--- src/rtl/ext_pkg.sv ---
// Mode encodings and helpers shared by the immediate/shift-amount extension stage.
package ext_pkg;

  localparam int MODE_W = 3;

  localparam logic [MODE_W-1:0] EXT_SEXT = 3'd0;
  localparam logic [MODE_W-1:0] EXT_ZEXT = 3'd1;
  localparam logic [MODE_W-1:0] EXT_LUI  = 3'd2;
  localparam logic [MODE_W-1:0] EXT_SHZ  = 3'd3;
  localparam logic [MODE_W-1:0] EXT_SHS  = 3'd4;
  localparam logic [MODE_W-1:0] EXT_BOFF = 3'd5;

  function automatic logic is_reserved(input logic [MODE_W-1:0] mode);
    return mode > EXT_BOFF;
  endfunction

endpackage

--- src/rtl/ext_core.sv ---
// Combinational extension function: (mode, imm, shamt) -> (operand, reserved-mode error).
module ext_core
  import ext_pkg::*;
#(
  parameter int DATA_W  = 32,
  parameter int IMM_W   = 16,
  parameter int SHAMT_W = 5
) (
  input  logic [MODE_W-1:0]  mode_i,
  input  logic [IMM_W-1:0]   imm_i,
  input  logic [SHAMT_W-1:0] shamt_i,
  output logic [DATA_W-1:0]  data_o,
  output logic               err_o
);

  logic [DATA_W-1:0] immSext;
  logic [DATA_W-1:0] immZext;
  logic [DATA_W-1:0] shamtZext;
  logic [DATA_W-1:0] shamtSext;

  assign immSext   = {{(DATA_W-IMM_W){imm_i[IMM_W-1]}}, imm_i};
  assign immZext   = {{(DATA_W-IMM_W){1'b0}}, imm_i};
  assign shamtZext = {{(DATA_W-SHAMT_W){1'b0}}, shamt_i};
  assign shamtSext = {{(DATA_W-SHAMT_W){shamt_i[SHAMT_W-1]}}, shamt_i};

  // LUI always shifts by 16 regardless of IMM_W; bits beyond DATA_W are dropped.
  always_comb begin
    data_o = '0;
    err_o  = is_reserved(mode_i);
    case (mode_i)
      EXT_SEXT: data_o = immSext;
      EXT_ZEXT: data_o = immZext;
      EXT_LUI:  data_o = immZext << 16;
      EXT_SHZ:  data_o = shamtZext;
      EXT_SHS:  data_o = shamtSext;
      EXT_BOFF: data_o = immSext << 2;
      default:  data_o = '0;
    endcase
  end

endmodule

--- src/rtl/ext_pipe_stage.sv ---
// Registered extension stage between decode and execute: 2-entry skid buffer,
// synchronous flush and a saturating count of completed output transfers.
module ext_pipe_stage
  import ext_pkg::*;
#(
  parameter int DATA_W  = 32,
  parameter int IMM_W   = 16,
  parameter int SHAMT_W = 5,
  parameter int TAG_W   = 5,
  parameter int CNT_W   = 16
) (
  input  logic               clk,
  input  logic               rst_n,
  input  logic               flush,
  input  logic               in_valid,
  output logic               in_ready,
  input  logic [MODE_W-1:0]  in_mode,
  input  logic [IMM_W-1:0]   in_imm,
  input  logic [SHAMT_W-1:0] in_shamt,
  input  logic [TAG_W-1:0]   in_tag,
  output logic               out_valid,
  input  logic               out_ready,
  output logic [DATA_W-1:0]  out_data,
  output logic [TAG_W-1:0]   out_tag,
  output logic               out_err,
  output logic [CNT_W-1:0]   ext_count
);

  typedef struct packed {
    logic [DATA_W-1:0] data;
    logic [TAG_W-1:0]  tag;
    logic              err;
  } entry_t;

  entry_t            inEntry;
  entry_t            main_q, main_d;
  entry_t            skid_q, skid_d;
  logic              mainValid_q, mainValid_d;
  logic              skidValid_q, skidValid_d;
  logic [CNT_W-1:0]  count_q, count_d;
  logic [DATA_W-1:0] extData;
  logic              extErr;
  logic              accept;
  logic              xfer;

  ext_core #(
    .DATA_W  (DATA_W),
    .IMM_W   (IMM_W),
    .SHAMT_W (SHAMT_W)
  ) u_core (
    .mode_i  (in_mode),
    .imm_i   (in_imm),
    .shamt_i (in_shamt),
    .data_o  (extData),
    .err_o   (extErr)
  );

  assign inEntry  = '{data: extData, tag: in_tag, err: extErr};
  assign in_ready = ~skidValid_q;
  assign accept   = in_valid & in_ready & ~flush;
  assign xfer     = mainValid_q & out_ready;

  // The skid entry is always older than any new input, so it refills main first.
  always_comb begin
    main_d      = main_q;
    skid_d      = skid_q;
    mainValid_d = mainValid_q;
    skidValid_d = skidValid_q;
    if (flush) begin
      mainValid_d = 1'b0;
      skidValid_d = 1'b0;
    end else if (!mainValid_q || xfer) begin
      if (skidValid_q) begin
        main_d      = skid_q;
        mainValid_d = 1'b1;
        skidValid_d = accept;
        if (accept) skid_d = inEntry;
      end else begin
        mainValid_d = accept;
        if (accept) main_d = inEntry;
      end
    end else if (accept) begin
      skid_d      = inEntry;
      skidValid_d = 1'b1;
    end
  end

  always_comb begin
    count_d = count_q;
    if (xfer && !flush && (count_q != '1)) count_d = count_q + CNT_W'(1);
  end

  always_ff @(posedge clk or negedge rst_n) begin
    if (!rst_n) begin
      main_q      <= '0;
      skid_q      <= '0;
      mainValid_q <= 1'b0;
      skidValid_q <= 1'b0;
      count_q     <= '0;
    end else begin
      main_q      <= main_d;
      skid_q      <= skid_d;
      mainValid_q <= mainValid_d;
      skidValid_q <= skidValid_d;
      count_q     <= count_d;
    end
  end

  assign out_valid = mainValid_q;
  assign out_data  = main_q.data;
  assign out_tag   = main_q.tag;
  assign out_err   = main_q.err;
  assign ext_count = count_q;

endmodule

--- config.mk ---
export PLATFORM = sky130hd
export DESIGN_NAME = ext_pipe_stage
export DESIGN_NICKNAME = d
export VERILOG_FILES = /design/src/rtl/ext_pkg.sv /design/src/rtl/ext_core.sv /design/src/rtl/ext_pipe_stage.sv
export SDC_FILE = /design/constraint.sdc
export NUM_CORES = 1
export LEC_CHECK = 0
export ABC_AREA = 1
export CORE_ASPECT_RATIO = 0.5
export CORE_MARGIN = 10
export CORE_UTILIZATION = 50
export CTS_CLUSTER_DIAMETER = 50
export DETAILED_ROUTE_END_ITERATION = 12
export PLACE_DENSITY_LB_ADDON = 0.1
export SLEW_MARGIN = 15
export SYNTH_ARGS = -nofsm -noshare
export SYNTH_HDL_FRONTEND = slang
export SYNTH_SLANG_ARGS = --single-unit
--- constraint.sdc ---
create_clock -name clk -period 3.8 [get_ports clk]
set_clock_uncertainty 0.2 [all_clocks]
set_input_delay 0.76 -clock clk [delete_from_list [all_inputs] [get_ports clk]]
set_output_delay 0.76 -clock clk [all_outputs]
set_load 0.01 [all_outputs]
Word-level counts from Yosys, hierarchy flattened --
Cells that the tools add are included.
Storage, ports and cells: register bits after elaboration 94, input port bits 34, output and inout bits 56, logic and storage cells 47
Operators by class: add/subtract/negate cells 1, magnitude comparators 1, eq/ne operators 7, multiplexer cells 13, bitwise logic cells 5, reduce and logical (&&, ||, !) cells 11
Operator list (count):
- case mux 32 bit (6 select lines) | 1
- 2-to-1 mux 38 bit | 5
- adder 16 x 1 -> 16 bit (second input constant) | 1
- inequality test 16 bit (second input constant) | 1
- 2-to-1 mux 1 bit | 7
- == test 3 x 2 -> 1 bit (second input constant) | 2
- == test 3 bit (second input constant) | 2
- nonzero test 2 bit | 2
- AND 1 bit | 3
- == test 3 x 1 -> 1 bit (second input constant) | 1
- > comparator 3 bit (second input constant) | 1
- zero test 3 bit | 1
- AND reduction 3 bit | 1
- nonzero test 3 bit | 1
- logical AND 1 bit | 2
- zero test 1 bit | 2
- inequality test 2 bit (second input constant) | 1
- NOT 1 bit | 2
- AND reduction 2 bit | 1
- logical OR 1 bit | 1

Depth between registers and ports, before layout --
Gate-level depths: netlist (run 1).
depth in word-level cells 6, gate-level depth with buffers 9, depth with buffers taken out 8

Modules after synthesis --
A second synthesis (run 1) with hierarchy kept.
Unflattened totals: cell total of the unflattened synthesis 683, area, all modules 5058.6 µm²
Modules (own cells, without submodules):
- ext_pipe_stage | times used 1, cells each 534, area an instance 4399.2 µm², sequential area each 2352.3 µm²
- ext_core | times used 1, cells each 149, area an instance 659.4 µm², sequential area each 0.0 µm²

Least setup slack after synthesis (run 1) --
No wires, ideal clock.
kind input to register, start input port flush, end register skid_q[14] (netlist bit), setup time 0.132 ns, data arrival time 1.483 ns, required time 3.468 ns, setup slack 1.986 ns, stages on the path 4, buffers on the path 1, cell sequence nand3b_1 -> nor2_2 -> clkbuf_1 -> o21ai_0
On the way: longest elaborated chain between the ends 5, elaborated cells on any way between the ends 6, classes of those cells 3 x mux; 2 x bitwise; 1 x reduce/logical
RTL lines:
- start, declared | RTL line ext_pipe_stage.sv:14 | input logic flush,
- NOT 1 bit (no source line) *
- AND 1 bit | RTL line ext_pipe_stage.sv:60 | assign accept = in_valid & in_ready & ~flush;
- 2-to-1 mux 38 bit (3 in series)
- end signal, assigned | RTL line ext_pipe_stage.sv:102 | skid_q <= skid_d;
- end, declared | RTL line ext_pipe_stage.sv:37 | entry_t skid_q, skid_d;
Mark *: on every way between the ends. The rest lies on a longest branch, timed or not. The select of a mux whose other input is x is not followed. A chain may end at the register's enable or synchronous reset.

Worst setup path in the final report (run 1) --
start input port in_mode[0], end register main_q, in the netlist out_data[22]
On the way: longest elaborated chain between the ends 4, elaborated cells on any way between the ends 9, classes of those cells 5 x eq/ne; 3 x mux; 1 x reduce/logical
RTL lines:
- start, declared | RTL line ext_pipe_stage.sv:17 | input logic [MODE_W-1:0] in_mode,
- == test 3 bit, or another cell as far along | RTL line ext_core.sv:30 | case (mode_i)
- case mux 32 bit (6 select lines) * | RTL line ext_core.sv:30
- 2-to-1 mux 38 bit * | RTL line ext_pipe_stage.sv:80 | if (accept) main_d = inEntry;
- 2-to-1 mux 38 bit * | RTL line ext_pipe_stage.sv:73 | if (skidValid_q) begin
- end signal, assigned | RTL line ext_pipe_stage.sv:101 | main_q <= main_d;
- end, declared | RTL line ext_pipe_stage.sv:36 | entry_t main_q, main_d;
Marks and branches as above.

==> results of run 1 <==
-- flip-flops by register name, summed over array words and instances, names as in the netlist --
name,flops
out_err,1
skidValid_q,1
skid_q,38
out_tag,5
out_data,32
out_valid,1
ext_count,16
-- critical path, delay by kind of cell --
| kind | cells | cell delay (ns) |
|---|---|---|
| buf+inv | 3 | 0.95 |
| simple gates | 6 | 0.87 |
-- cells in the final DEF (no fill, tap or decap), types with 5 or more instances in the layout --
cell             count
dfrtp_1             94
nand3_1             50
clkbuf_16            9
buf_4                8
a31oi_1             17
o21ai_0             36
or2_2                5
clkdlybuf4s50_1     88
inv_1               39
nand4_1              6
nand2_1            222
o21ai_1              9
a21oi_1             34
nor2_1              68
-- worst paths after layout --
check | to | slack (ns) | cells after the start
max | out_data[22] | 1.22 | 9
min | out_data[6] | 0.22 | 1
max reg2reg | skid_q[23] | 1.27 | 8
min reg2reg | out_data[26] | 0.28 | 2
max in group asynchronous | skid_q[21] | 2.38 | 2
min in group clk | out_data[26] | 0.28 | 2
-- layout make-up --
cell class	count	area share [%]
clock buffers	11	4.01
clock inverters	5	0.972
inverters	42	2.61
multi-input cells	470	34.9
flip-flops and latches	94	38.9
well taps	135	2.79
repair buffers	97	15.9
-- through the flow --
stage	worst slack, ns	hold slack, ns	std cells	cell area [µm²]	utilization [%]
finish	1.22	0.217	854	6050	64.1
global route	1.04	0.262	854	6050	64.1
CTS	1.24	0.249	854	6050	64.1
detailed placement	0.898	0.265	838	5750	60.9
global placement	0.715	0.261	838	5750	60.8
floorplan	1.99	0.249	639	4840	-
-- layer usage --
metal	routed length, µm	up-vias	GRT usage, %	share of wire [%]
li1	-	2202	-	-
met1	6050	2055	24.0	47
met2	5780	138	30.8	45
met3	943	21	6.02	7.3
met4	206	0	5.10	1.6
met5	0	-	0	0
-- power breakdown --
part | total, mW | internal, mW | switching, mW
registers | 1.33 | 1.20 | 0.126
clock network | 0.924 | 0.529 | 0.396
logic | 0.665 | 0.329 | 0.336
-- logic make-up (layout without fill, tap and decap cells) --
group / count (synthesis) / count (layout) / synth area share, %
AOI/OAI and AO/OA: 100 / 100 / 11.1
xor gates and xnor gates: 8 / 8 / 1.45
and+or+nand+nor: 361 / 361 / 30.7
buffers and inverters: 75 / 155 / 7.89
DFF: 94 / 94 / 48.6
adders and majority gates: 1 / 1 / 0.259
==> flow_metrics.py, run 1 <==
metrics = {
    "floorplanning": {
        "die-area_mm2": 0.0142,
        "initial_utilization_pct": 51.2,
        "core_region_area_mm2": 0.00945,
        "num_io_pins": 90,
        "die_y_um": 89.5,
        "dieWidth_um": 159,
        "row_count": 25,
    },
    "setup_path": {
        "required_ns": 3.84,
        "cp_slowest_cell": "clkdlybuf4s50_1",
        "crit_chain": "clkdlybuf4s50_1 > nor2_1 > nand3_1 > nand2_1 > inv_1 > buf_4 > nand3_1 > nand2_1 > nand2_1",
        "end_kind": "register",
        "arrival_ns": 2.62,
        "startpoint_type": "input pin",
        "critPathLaunch": "in_mode[0]",
        "rr_startpoint": "skidValid_q",
        "cp_max_fo": 30,
        "cp_slowest_stage_delay_ns": 0.58,
        "cp_common_cell": "nand2_1",
        "worstSetupPathType": "in2reg",
    },
    "timing": {
        "max-slew-margin-rel_pct": 48.3,
        "worst_slew_pin_slew_ns": 0.774,
        "hold_viol": 0,
        "finalCriticalPeriod_ns": 2.58,
        "finalCritPeriodShare_pct": 67.9,
        "setup_viol": 0,
        "maxSlewViolCount": 0,
        "tns_ns": 0,
        "fmax_mhz": 388,
        "rsz0062_at_grt": "no",
    },
    "yosys": {
        "ys_types": 27,
        "yosysTopAreaCellShare_pct": 48.6,
        "synth_area_leaders": "dfrtp_1 49%, nand2_1 17%, nor2_1 5.4%",
        "yosys_warnings": 0,
        "synthFlopType": "dfrtp_1",
        "synthArstFlopShare_pct": 100,
        "synth_seq_area_share_pct": 48.6,
        "syn_area_per_cell_um2": 7.57,
        "synth_fp_nets": 674,
        "synth_area_leader_cell": "dfrtp_1",
        "synth_area_mm2": 0.00484,
        "synth_cells": 639,
        "synth_edf_count": 0,
        "yosysMostFrequentCell": "nand2_1",
        "synth_commonest_cells": "222 x nand2_1, 94 x dfrtp_1, 69 x nor2_1, 50 x nand3_1, 39 x inv_1",
        "ys_ff_latch": 94,
    },
    "global_routing": {
        "grt_usage_pct": 18.9,
        "grt_pass1_vias": 4303,
        "grt_max_degree": 64,
        "grt_pass1_wl_mm": 21.8,
        "antenna_found_initial": 0,
        "grt_overflow": 0,
    },
    "power_and_ir_drop": {
        "powerDensity_mw_per_mm2": 482,
        "leakagePower_nw": 2.98,
        "p_total_mw": 2.92,
        "peakVddDrop_v": 0.000235,
    },
    "layout": {
        "drive_gt1_share_pct": 6.26,
        "fillCellCount": 838,
        "seqCellArea_mm2": 0.00235,
        "antennaDiodeCount": 0,
        "multi_input_area_mm2": 0.00211,
        "syn_to_final_growth_pct": 25.1,
        "nets": 749,
    },
    "place": {
        "port_buffers": 89,
        "dp_hpwl_mm": 8.66,
        "place_congestion": 0.819,
    },
    "hold_path": {
        "hp-class": "in2async",
    },
    "run": {
        "cap_viol_max_count": 0,
    },
    "drt": {
        "drc": 0,
        "avgViaCountPerCell": 5.17,
        "via_count": 4416,
        "drt_wl_total_mm": 13.0,
        "drt_iter0_drc": 438,
        "antenna_left": 0,
        "drt-pass1-iter-count": 5,
        "wl_per_cell_um": 15.2,
    },
    "clock_tree": {
        "clock_sinks": 94,
        "cts_resized": 0,
        "post_cts_buffers": 0,
        "htreeDepth": 3,
        "insertion_delay_ns": 0.34,
        "ctsHoldBuffers": 0,
        "clkTransAtPathRegs_ns": 0.07,
        "cts_root_buffer": "clkbuf_16",
        "cts_buffers": 9,
        "cts_tree": "built",
        "cts_buffer_depth": 2,
    },
    "status": {
        "status": "complete, no violations",
    },
}
Power figures use the tool's default switching activity.
==> run 2: changes to the inputs <==
--- a/config.mk
+++ b/config.mk
@@ -8,7 +8,7 @@
 export ABC_AREA = 1
 export CORE_ASPECT_RATIO = 0.5
 export CORE_MARGIN = 10
-export CORE_UTILIZATION = 50
+export CORE_UTILIZATION = 47
 export CTS_CLUSTER_DIAMETER = 50
 export DETAILED_ROUTE_END_ITERATION = 12
 export PLACE_DENSITY_LB_ADDON = 0.1
==> constraint.sdc (replaced) <==
create_clock -name clk -period 2.09 [get_ports clk]
set_clock_uncertainty 0.2 [all_clocks]
set_input_delay 0.418 -clock clk [delete_from_list [all_inputs] [get_ports clk]]
set_output_delay 0.418 -clock clk [all_outputs]
set_load 0.01 [all_outputs]
==> run 2 against run 1 <==
  * Critical path depth decreased by 8
  * Worst setup slack got worse by 1.1 ns
  * Combinational power is 89% higher
  * First-iteration DRC count decreased by 39%
  * Design area up 5.5%
  * Sequential power increased by 82%
  * Count of clock-buffer cells in the layout shrank 1
  * Die area is 5.3% higher
  * Global-route usage shrank 1.1 points
  * Sequential cell count unchanged
  * Non-clock buffer count grew 26
  * Critical path type is now reg2out
  * Critical endpoint is now ext_count[6]
  * Largest cell class unchanged
  * Largest power group unchanged
==> flow_metrics.py, run 2 (same netlist as run 1, synthesis figures left out) <==
metrics = {
    "timing": {
        "finalCritPeriodShare_pct": 95.9,
        "rsz0062_at_grt": "no",
        "setup_slack_ns": 0.0847,
        "finalCriticalPeriod_ns": 2.01,
        "setup_viol": 0,
        "worst_hold_slack_ns": 0.281,
        "worst_slew_pin_slew_ns": 0.492,
        "hold_viol": 0,
        "maxSlewViolCount": 0,
        "fmax_mhz": 499,
        "max-slew-margin-rel_pct": 67.2,
    },
    "setup_path": {
        "end_kind": "output pin",
        "required_ns": 1.47,
        "critPathTopFamily": "buffers and inverters",
        "cp_slowest_cell": "clkdlybuf4s50_1",
        "rr_startpoint": "ext_count[0]",
        "startpoint_type": "register",
        "arrival_ns": 1.39,
        "cp_slowest_stage_delay_ns": 0.59,
        "critPathLaunch": "ext_count[6]",
        "cp_max_fo": 5,
        "critPathBufInv": 1,
        "worst_r2r_endpoint": "ext_count[11]",
        "r2r_setup_slack_ns": 0.28,
        "crit_chain": "clkdlybuf4s50_1",
        "crit_cells": 1,
        "worstSetupPathType": "reg2out",
        "r2r_cells": 8,
        "crit_path_end": "ext_count[6]",
    },
    "drt": {
        "drc": 0,
        "via_count": 4452,
        "drt_iter0_drc": 269,
        "antenna_left": 0,
        "drt_wl_total_mm": 13.1,
        "avgViaCountPerCell": 5.03,
        "drt-pass1-iter-count": 5,
        "wl_per_cell_um": 14.8,
    },
    "run": {
        "cap_viol_max_count": 0,
    },
    "global_routing": {
        "antenna_found_initial": 0,
        "grt_overflow": 0,
        "grt_usage_pct": 17.7,
        "grt_pass1_wl_mm": 22.0,
        "grt_pass1_vias": 4411,
        "grt_max_degree": 50,
    },
    "place": {
        "dpl_cell_area_mm2": 0.00608,
        "port_buffers": 89,
        "dp_slack_ns": -0.158,
        "dp_hpwl_mm": 9.53,
        "place_congestion": 0.847,
    },
    "clock_tree": {
        "cts_root_buffer": "clkbuf_16",
        "htreeDepth": 3,
        "clkTransAtPathRegs_ns": 0.07,
        "cts_tree": "built",
        "insertion_delay_ns": 0.34,
        "clock_sinks": 94,
        "cts_buffers": 9,
        "cts_buffer_depth": 2,
    },
    "status": {
        "status": "complete, no violations",
    },
    "power_and_ir_drop": {
        "peakVddDrop_v": 0.000506,
        "p_total_mw": 5.28,
        "powerDensity_mw_per_mm2": 827,
        "leakagePower_nw": 3.15,
    },
    "hold_path": {
        "whs_path_depth": 2,
        "hp-class": "reg2reg",
    },
    "layout": {
        "final_cell_mix": "222 x nand2_1, 93 x dfrtp_1, 88 x clkdlybuf4s50_1",
        "top_register": "skid_q",
        "largest_reg_flops": 38,
        "syn_to_final_growth_pct": 32.0,
        "nets": 775,
        "fillCellCount": 902,
        "fin_area_mm2": 0.00638,
        "drive_gt1_share_pct": 9.53,
        "final_common_cell": "nand2_1",
        "antennaDiodeCount": 0,
    },
    "floorplanning": {
        "num_io_pins": 90,
        "dieWidth_um": 163,
        "initial_utilization_pct": 47.8,
        "die-area_mm2": 0.0150,
        "core_region_area_mm2": 0.0101,
        "die_y_um": 91.7,
        "row_count": 26,
    },
}
## run 2: layout make-up
type	count	area (µm²)	area share (%)
well taps	140	175	2.75
inverters	42	158	2.47
flip-flops and latches	94	2350	36.9
clock buffers	10	239	3.75
multi-input cells	470	2110	33.0
repair buffers	123	1300	20.3
clock inverters	6	52.6	0.824
## run 2: how the worst min path moves through the flow
| stage | startpoint | to | slack (ns) |
|---|---|---|---|
| after floorplan | rst_n | ext_count[0] | -0.08 |
| after global placement | rst_n | out_tag[2] | 0.14 |
| after detailed placement | rst_n | out_tag[2] | 0.14 |
| after CTS | skid_q[17] | skid_q[17] | 0.29 |
| after global routing | out_tag[4] | out_tag[4] | 0.30 |
| final | out_data[19] | out_data[19] | 0.28 |
## run 2: power by group
| group | total [mW] | internal, mW | switching, mW |
|---|---|---|---|
| Clock | 1.60 | 0.859 | 0.740 |
| Combinational | 1.26 | 0.644 | 0.619 |
| Sequential | 2.42 | 2.19 | 0.230 |
## run 2: metrics by stage
step	TNS, ns	cells	util, %
5_1_grt	0	885	63.1
4_1_cts	0	885	63.1
2_1_floorplan	0	639	-
3_5_place_dp	-1.77	868	60.1
3_3_place_gp	-0.555	868	60.1
6_report	0	885	63.1
## run 2: what timing repair did
item / 4_1_cts / 5_1_grt
gates resized for setup: 0 / 1
hold buffers: 1 / 0
setup endpoints to repair: 0 / 1
hold endpoints to repair: 18 / 0
buffers inserted: 0 / 0
## run 2: per-layer routing
metal | part of all wire, % | routed length (µm) | vias to the layer above | GRT usage [%]
li1 | - | - | 2250 | -
met1 | 47 | 6200 | 2073 | 22.7
met2 | 45 | 5950 | 116 | 28.8
met3 | 6.3 | 826 | 13 | 5.49
met4 | 1.0 | 134 | 0 | 4.14
met5 | 0 | 0 | - | 0
==> run 3: changes to the inputs <==
--- a/config.mk
+++ b/config.mk
@@ -12,6 +12,7 @@
 export CTS_CLUSTER_DIAMETER = 50
 export DETAILED_ROUTE_END_ITERATION = 12
 export PLACE_DENSITY_LB_ADDON = 0.1
+export REMOVE_ABC_BUFFERS = 1
 export SLEW_MARGIN = 15
 export SYNTH_ARGS = -nofsm -noshare
 export SYNTH_HDL_FRONTEND = slang
==> run 3 against run 2 <==
  * Non-clock buffer count down 1
  * Design area decreased by 1.5%
  * Critical endpoint is now ext_count[4]
  * Critical path depth stayed put
  * Total power shrank 1.6%
  * Cell count decreased by 0.23%
  * Highest routed layer unchanged
  * Worst setup slack improved by 0.0056 ns
  * Via count unchanged
  * Clock power down 4%
  * Register-to-register slack worse by 0.04 ns
  * Sequential power hardly changed
==> flow_metrics.py, run 3 (same netlist as run 1, synthesis figures left out) <==
metrics = {
    "power_and_ir_drop": {
        "p_int_mw": 3.66,
        "p_seq_share_pct": 46.4,
        "peakVddDrop_v": 0.000451,
        "p_sw_share_pct": 29.6,
        "p_switching_mw": 1.54,
        "power_frac_comb_pct": 24.0,
        "p_clk_share_pct": 29.5,
        "leakagePower_nw": 3.11,
        "powerDensity_mw_per_mm2": 826,
    },
    "global_routing": {
        "grt_max_degree": 50,
        "grt_usage_pct": 17.3,
        "grt_pass1_vias": 4366,
        "grt_pass1_wl_mm": 21.4,
        "grt_overflow": 0,
        "antenna_found_initial": 0,
    },
    "floorplanning": {
        "num_io_pins": 90,
        "die_y_um": 91.7,
        "initial_utilization_pct": 47.8,
        "die-area_mm2": 0.0150,
        "dieWidth_um": 163,
        "row_count": 26,
        "core_region_area_mm2": 0.0101,
    },
    "setup_path": {
        "r2r_cells": 8,
        "cp_max_fo": 5,
        "end_kind": "output pin",
        "cp_slowest_stage_delay_ns": 0.58,
        "critPathTopFamily": "buffers and inverters",
        "crit_cells": 1,
        "arrival_ns": 1.38,
        "cp_slowest_cell": "clkdlybuf4s50_1",
        "critPathLaunch": "ext_count[4]",
        "rr_startpoint": "ext_count[0]",
        "crit_chain": "clkdlybuf4s50_1",
        "crit_path_end": "ext_count[4]",
        "worst_r2r_endpoint": "ext_count[11]",
        "r2r_setup_slack_ns": 0.24,
        "worstSetupPathType": "reg2out",
        "required_ns": 1.47,
        "startpoint_type": "register",
        "critPathBufInv": 1,
    },
    "layout": {
        "antennaDiodeCount": 0,
        "top_register": "skid_q",
        "syn_to_final_growth_pct": 29.9,
        "fillCellCount": 911,
        "fin_area_mm2": 0.00628,
        "nets": 774,
        "final_cell_mix": "222 x nand2_1, 94 x dfrtp_1, 88 x clkdlybuf4s50_1",
        "drive_gt1_share_pct": 9.29,
        "final_util_pct": 62.1,
        "final_common_cell": "nand2_1",
        "largest_reg_flops": 38,
    },
    "place": {
        "dp_hpwl_mm": 9.28,
        "place_congestion": 0.890,
        "dpl_cell_area_mm2": 0.00600,
        "dp_slack_ns": -0.142,
        "port_buffers": 89,
    },
    "clock_tree": {
        "cts_resized": 0,
        "cts_root_buffer": "clkbuf_16",
        "htreeDepth": 3,
        "insertion_delay_ns": 0.34,
        "cts_buffers": 9,
        "post_cts_buffers": 0,
        "clkTransAtPathRegs_ns": 0.07,
        "clock_sinks": 94,
        "cts_buffer_depth": 2,
        "cts_tree": "built",
        "ctsHoldBuffers": 1,
    },
    "timing": {
        "finalCritPeriodShare_pct": 95.7,
        "rsz0062_at_grt": "no",
        "max-slew-margin-rel_pct": 50.6,
        "setup_slack_ns": 0.0902,
        "finalCriticalPeriod_ns": 2.00,
        "worst_slew_pin_slew_ns": 0.741,
        "fmax_mhz": 500,
        "maxSlewViolCount": 0,
        "hold_viol": 0,
        "setup_viol": 0,
    },
    "run": {
        "cap_viol_max_count": 0,
    },
    "drt": {
        "drt-pass1-iter-count": 5,
        "drt_iter0_drc": 342,
        "wl_per_cell_um": 14.4,
        "drt_wl_total_mm": 12.7,
        "via_count": 4452,
        "avgViaCountPerCell": 5.04,
        "antenna_left": 0,
        "drc": 0,
    },
    "hold_path": {
        "hp-class": "reg2reg",
    },
    "status": {
        "status": "complete, no violations",
    },
}
## run 3: how the worst min path moves through the flow
stage / startpoint / to / slack, ns / cells after the start
3_5_place_dp: rst_n / out_tag[1] / 0.18 / 1
4_1_cts: out_data[7] / out_data[7] / 0.28 / 2
6_report: out_data[9] / out_data[9] / 0.28 / 2
2_1_floorplan: rst_n / ext_count[0] / -0.08 / 0
3_3_place_gp: rst_n / out_tag[1] / 0.18 / 1
5_1_grt: skid_q[37] / skid_q[37] / 0.30 / 2
## run 3: routing by layer
layer	vias up	GRT usage, %	wire length, µm
met3	8	6.02	926
li1	2252	-	-
met5	-	0	0
met4	0	3.33	69
met2	120	27.6	5730
met1	2072	22.5	6000
## run 3: through the flow
step / total power, mW / cells / hold WS (ns) / setup TNS (ns)
5_1_grt: 5.51 / 883 / 0.303 / 0
2_1_floorplan: 3.01 / 606 / -0.0776 / -36.44
6_report: 5.19 / 883 / 0.280 / 0
3_3_place_gp: 3.67 / 867 / 0.179 / -14.88
4_1_cts: 5.25 / 883 / 0.283 / 0
3_5_place_dp: 3.71 / 867 / 0.185 / -4.28
## run 3: power by group through the flow
stage,clock [mW],combinational [mW],sequential [mW]
detailed placement,0,1.27,2.44
floorplan,0,0.532,2.48
finish,1.53,1.25,2.41
CTS,1.57,1.27,2.41
global placement,0,1.24,2.43
global route,1.64,1.41,2.45
## run 3: area by class of cell
| cell class | count | area [µm²] | area share [%] |
|---|---|---|---|
| Timing Repair Buffer | 122 | 1210 | 19.3 |
| Multi-Input combinational cell | 470 | 2110 | 33.6 |
| Tap cell | 140 | 175 | 2.79 |
| Clock inverter | 5 | 36.3 | 0.577 |
| Inverter | 42 | 158 | 2.51 |
| Clock buffer | 10 | 239 | 3.80 |
| Sequential cell | 94 | 2350 | 37.4 |
